$ cat src/rtl/zbc_iter.sv
// zbc_iter -- iterative carry-less multiplier (clmul / clmulh / clmulr)
//
// Retires STEP multiplier bits per cycle into a 2*WIDTH-bit XOR accumulator.
// It uses a Start/Busy/Done handshake so the issuing pipeline can stall on it.
//
// Ports:
//   clk        clock
//   reset_n    synchronous reset, active-low
//   Start      request, accepted when Busy=0 and Flush=0
//   Flush      abort the in-flight operation (also blocks a same-cycle Start)
//   Funct3     001=clmul, 011=clmulh, 010=clmulr, anything else yields 0
//   A, B       multiplicand / multiplier, sampled on accept
//   Busy       high while the multiply is iterating
//   Done       one-cycle pulse, ZBCResult valid
//   ZBCResult  result, held until the next completed operation or reset
//
// Optional feature: define ZBC_EARLYOUT_EN to finish as soon as the
// remaining multiplier bits are all zero (minimum one RUN cycle).

module zbc_iter #(
    parameter int WIDTH = 32,
    parameter int STEP  = 4
) (
    input  logic             clk,
    input  logic             reset_n,
    input  logic             Start,
    input  logic             Flush,
    input  logic [2:0]       Funct3,
    input  logic [WIDTH-1:0] A,
    input  logic [WIDTH-1:0] B,
    output logic             Busy,
    output logic             Done,
    output logic [WIDTH-1:0] ZBCResult
);

    localparam int N  = WIDTH / STEP;
    localparam int CW = (N > 1) ? $clog2(N) : 1;
    localparam logic [CW-1:0] LASTCNT = CW'(N - 1);

    typedef enum logic [1:0] {
        IDLE = 2'd0,
        RUN  = 2'd1,
        DONE = 2'd2
    } state_t;

    state_t             state, state_nxt;
    logic [2*WIDTH-1:0] acc, acc_nxt;
    logic [2*WIDTH-1:0] ashift;
    logic [WIDTH-1:0]   bsh, bsh_rest;
    logic [WIDTH-1:0]   resq, final_res;
    logic [2:0]         f3q;
    logic [CW-1:0]      cnt;
    logic               accept, last_chunk;

    // A request can be taken in IDLE and also in DONE (back-to-back issue).
    assign accept = Start && !Flush && ((state == IDLE) || (state == DONE));

    assign Busy = (state == RUN);
    assign Done = (state == DONE) && !Flush;

    // The result is shown straight from the accumulator during the Done
    // pulse and captured into resq, so a flushed DONE leaves it untouched.
    assign ZBCResult = Done ? final_res : resq;

    // Instead of indexing B and shifting A by counter*STEP, the multiplicand
    // is pre-shifted and the multiplier consumed from the bottom, so each
    // cycle only looks at bsh[STEP-1:0] with fixed shift amounts.
    always_comb begin
        acc_nxt = acc;
        for (int j = 0; j < STEP; j++) begin
            if (bsh[j]) begin
                acc_nxt = acc_nxt ^ (ashift << j);
            end
        end
    end

    assign bsh_rest = bsh >> STEP;

`ifdef ZBC_EARLYOUT_EN
    // Stop once no set multiplier bits remain above this chunk.
    assign last_chunk = (cnt == LASTCNT) || (bsh_rest == '0);
`else
    assign last_chunk = (cnt == LASTCNT);
`endif

    // Select the result window of the 2*WIDTH-bit product.
    always_comb begin
        final_res = '0;
        case (f3q)
            3'b001:  final_res = acc[WIDTH-1:0];
            3'b011:  final_res = acc[2*WIDTH-1:WIDTH];
            3'b010:  final_res = acc[2*WIDTH-2:WIDTH-1];
            default: final_res = '0;
        endcase
    end

    always_ff @(posedge clk) begin
        if (!reset_n) begin
            state <= IDLE;
        end else begin
            state <= state_nxt;
        end
    end

    always_comb begin
        state_nxt = state;
        case (state)
            IDLE: begin
                if (accept) begin
                    state_nxt = RUN;
                end
            end
            RUN: begin
                if (Flush) begin
                    state_nxt = IDLE;
                end else if (last_chunk) begin
                    state_nxt = DONE;
                end
            end
            DONE: begin
                state_nxt = accept ? RUN : IDLE;
            end
            default: state_nxt = IDLE;
        endcase
    end

    // Operand capture, iteration and result capture.
    always_ff @(posedge clk) begin
        if (!reset_n) begin
            acc    <= '0;
            ashift <= '0;
            bsh    <= '0;
            f3q    <= '0;
            cnt    <= '0;
            resq   <= '0;
        end else begin
            if (Done) begin
                resq <= final_res;
            end
            if (accept) begin
                ashift <= {{WIDTH{1'b0}}, A};
                bsh    <= B;
                f3q    <= Funct3;
                acc    <= '0;
                cnt    <= '0;
            end else if ((state == RUN) && !Flush) begin
                acc    <= acc_nxt;
                ashift <= ashift << STEP;
                bsh    <= bsh_rest;
                cnt    <= cnt + CW'(1);
            end
        end
    end

endmodule

$ cat config.mk
export PLATFORM = sky130hd
export DESIGN_NAME = zbc_iter
export DESIGN_NICKNAME = d
export VERILOG_FILES = /design/src/rtl/zbc_iter.sv
export SDC_FILE = /design/constraint.sdc
export NUM_CORES = 1
export LEC_CHECK = 0
export CAP_MARGIN = 0
export CORE_ASPECT_RATIO = 0.75
export CORE_UTILIZATION = 40
export DETAILED_ROUTE_END_ITERATION = 7
export SLEW_MARGIN = 40
export SYNTH_ARGS = -nofsm -noshare
export SYNTH_HDL_FRONTEND = slang
export SYNTH_SLANG_ARGS = --single-unit
$ cat constraint.sdc
create_clock -name clk -period 3.85 [get_ports clk]
set_clock_uncertainty 0.05 [all_clocks]
set_input_delay 0.77 -clock clk [delete_from_list [all_inputs] [get_ports clk]]
set_output_delay 0.77 -clock clk [all_outputs]
set_load 0.01 [all_outputs]
==> summary.md <==
| Metric | Value |
|---|---|
| Syn_nets | `1,546` |
| Core ar. | `0.0281 mm²` |
| Seq/Total Area, Yosys | `34.9%` |
| Total Routing Usage GR | `20.5%` |
| RSZ-0062 raised after global routing | `false` |
| Final hold vios | `0` |
| WS Path Type | `in -> out` |
| Final #Nets | `1,578` |
| Max Freq | `0.268 GHz` |
| Cells after Synth | `1,473` |
| Reg-to-reg slack, setup | `1510 ps` |
| Leakage | `4.74 nW` |
| Synth async-reset ratio | `0%` |
| Top-count cell post-synth | `nand2_1` |
| Cells on Worst Hold Path | `2` |
| Comb power frac | `10.0%` |
| Min Clock Period, post-route | `3730 ps` |
| Critical Path Sink Type | `primary output` |
| Initial DRC Count | `576` |
| H-tree levels | `4` |
| Pwr dens | `339 mW/mm²` |
| Share of cells above drive strength 1 | `9.68%` |
| Syn avg cell area | `7.78 µm²` |
| P_int | `3.31 mW` |
| Largest net degree at the start of global routing | `118` |
| Pins Over Slew Limit | `0` |
| Register share of total power | `49.1%` |
| Clock Latency Late Sink | `440 ps` |
| Final ANT Viol Nets | `0` |
| Max-slew headroom | `44.4%` |
| Num CTS Buffers | `17` |
| Post-synth EDFFs | `0` |
| Max-cap viol count | `0` |
| Switching share of power | `26.6%` |
| Vias in the first global route | `9,100` |
| Cell area after synthesis | `0.0115 mm²` |
| Port bufs | `104` |
| CTS tree | `done` |
| Worst-path fanout max | `21` |
| Worst Hold Class | `reg -> reg` |
| Die ar. | `0.0293 mm²` |
| Clock-pin slew on the worst setup and hold paths | `70 ps` |
| Leading area contributor after synthesis | `dfxtp_1` |
| Hold_ws | `414 ps` |
| First-pass GRT wire length | `48,000 µm` |
| Run status | `completed` |
| Initial antenna violation count | `0` |
| Top cell type's share of synthesized area | `34.9%` |
| Reg2reg path depth | `6` |
| HPWL Detailed | `19,600 µm` |
| Worst path required time | `3030 ps` |
| Die Width | `197 µm` |
| Die Span Y | `149 µm` |
| Worst setup SP type | `input port` |
| P_sw | `1.20 mW` |
| Setup violations, final | `0` |
| Synth top area cells | `dfxtp_1 35%, nand2_1 14%, xnor2_1 13%, o211a_1 4.9%, a21oi_1 4.2%` |
| Clock Path Buffers | `2` |
| Most frequent cells after synthesis | `441 x nand2_1, 200 x dfxtp_1, 167 x xnor2_1, 96 x a21oi_1, 63 x o21ai_0` |
| Clock root buffer | `clkbuf_16` |
| Clock share of power | `40.9%` |
| Worst-Margin Slew | `834 ps` |
| Rows | `53` |
| Crit share post-route | `96.8%` |
| Drt wl/cell | `15.5 µm` |
| Initial core utilization | `40.8%` |
| Peak VDD IR | `0.000283 V` |
| Tot Pwr | `4.51 mW` |
| Area growth syn-to-layout | `16.0%` |
| DR vias/cell | `5.20` |
| CTS sink cnt | `200` |
| Routability cong. | `0.773` |
| Top Ports | `105` |
| GR Overflow Total | `0` |
| Main synth FF type | `dfxtp_1` |
| WP data arrival | `2910 ps` |
| Via count | `9,892` |
| Total of warnings raised by yosys | `0` |
| Post-Route WL | `29,500 µm` |
| Yosys reg bits | `200` |
| DRC | `0` |
| Diodes inserted | `0` |
| Post-synth cell types | `32` |
| Setup TNS | `0 ps` |
| Hold Buf Count CTS | `0` |
| DR pass1 iterations | `5` |
-- sequential cells by signal, summed over array words and instances, names as in the netlist --
name,count
acc,64
ashift,64
bsh,32
resq,32
cnt,3
f3q,3
state,2
-- kinds of logic (layout without fill, tap and decap cells) --
logic type	after synthesis	in the layout	share of synthesized area, %
AOI/OAI and AO/OA	291	291	16.1
xor gates and xnor gates	188	188	15.7
adders and majority gates	2	2	0.218
buffers and inverters	115	160	4.96
DFF	200	200	34.9
muxes	32	32	3.15
and+or+nand+nor	645	645	24.9
-- final timing paths --
kind / from / to
max: Flush / ZBCResult[14]
min: ashift[63] / ashift[63]
max reg2reg: bsh[2] / acc[15]
min reg2reg: ashift[63] / ashift[63]
-- routing by layer --
metal  track usage, %  part of all wire (%)  vias to the layer above
li1                 -                     -                     4968
met1             29.2                    50                     4691
met2             31.6                    44                      210
met3             4.01                   4.8                       23
met4             4.84                   1.0                        0
met5                0                     0                        -
-- critical path, stage by stage --
cell and delay (ps):
clkdlybuf4s50_1 480, nor2_1 160, nand2_1 90, or3_4 450, buf_12 180, o21ai_1 200
clkdlybuf4s50_1 560
-- power groups by stage --
stage	Sequential, mW	Combinational (mW)	Clock [mW]
final	2.21	0.450	1.85
after global routing	2.23	0.494	1.96
after CTS	2.21	0.453	1.88
after detailed placement	2.26	0.451	0
after global placement	2.26	0.444	0
after floorplan	2.21	0.337	0
-- placed cells by master (no fill, tap or decap), types with 5 or more instances in the layout --
| cell type | count |
|---|---|
| o21ai_1 | 32 |
| o21ai_0 | 63 |
| mux2_2 | 32 |
| nand2_1 | 439 |
| xnor2_2 | 20 |
| nand3_1 | 57 |
| a22oi_1 | 40 |
| dfxtp_1 | 196 |
| o211a_1 | 56 |
| nand2_2 | 31 |
| or3_1 | 62 |
| clkbuf_16 | 17 |
| buf_4 | 16 |
| xnor2_1 | 167 |
| nor2b_1 | 8 |
| clkdlybuf4s50_1 | 101 |
| a21oi_1 | 96 |
| nor2_1 | 5 |
| buf_12 | 6 |
| and2_1 | 35 |
-- final cells by class --
| cell class | instances | area, µm² |
|---|---|---|
| clock buffers | 19 | 443 |
| fillers | 2748 | 14800 |
| inverters | 1 | 3.75 |
| flip-flops and latches | 200 | 4010 |
| clock inverters | 13 | 146 |
| well taps | 385 | 482 |
| repair buffers | 127 | 1290 |
| multi-input cells | 1158 | 6910 |
-- through the flow --
| stage | utilization, % | std cells | setup slack, ps | instance area (µm²) |
|---|---|---|---|---|
| after floorplan | - | 1473 | 1190 | 11500 |
| after global placement | 45.2 | 1869 | 141 | 12700 |
| after detailed placement | 45.2 | 1869 | 70.3 | 12700 |
| after CTS | 47.3 | 1901 | 69.4 | 13300 |
| after global routing | 47.4 | 1903 | 33.3 | 13300 |
| final | 47.4 | 1903 | 122 | 13300 |
-- repair_timing --
| item | CTS | global route |
|---|---|---|
| endpoints found under the setup margin | 0 | 5 |
| buffers inserted | 0 | 2 |
| gates resized for setup | 0 | 2 |
Power figures use the tool's default switching activity.
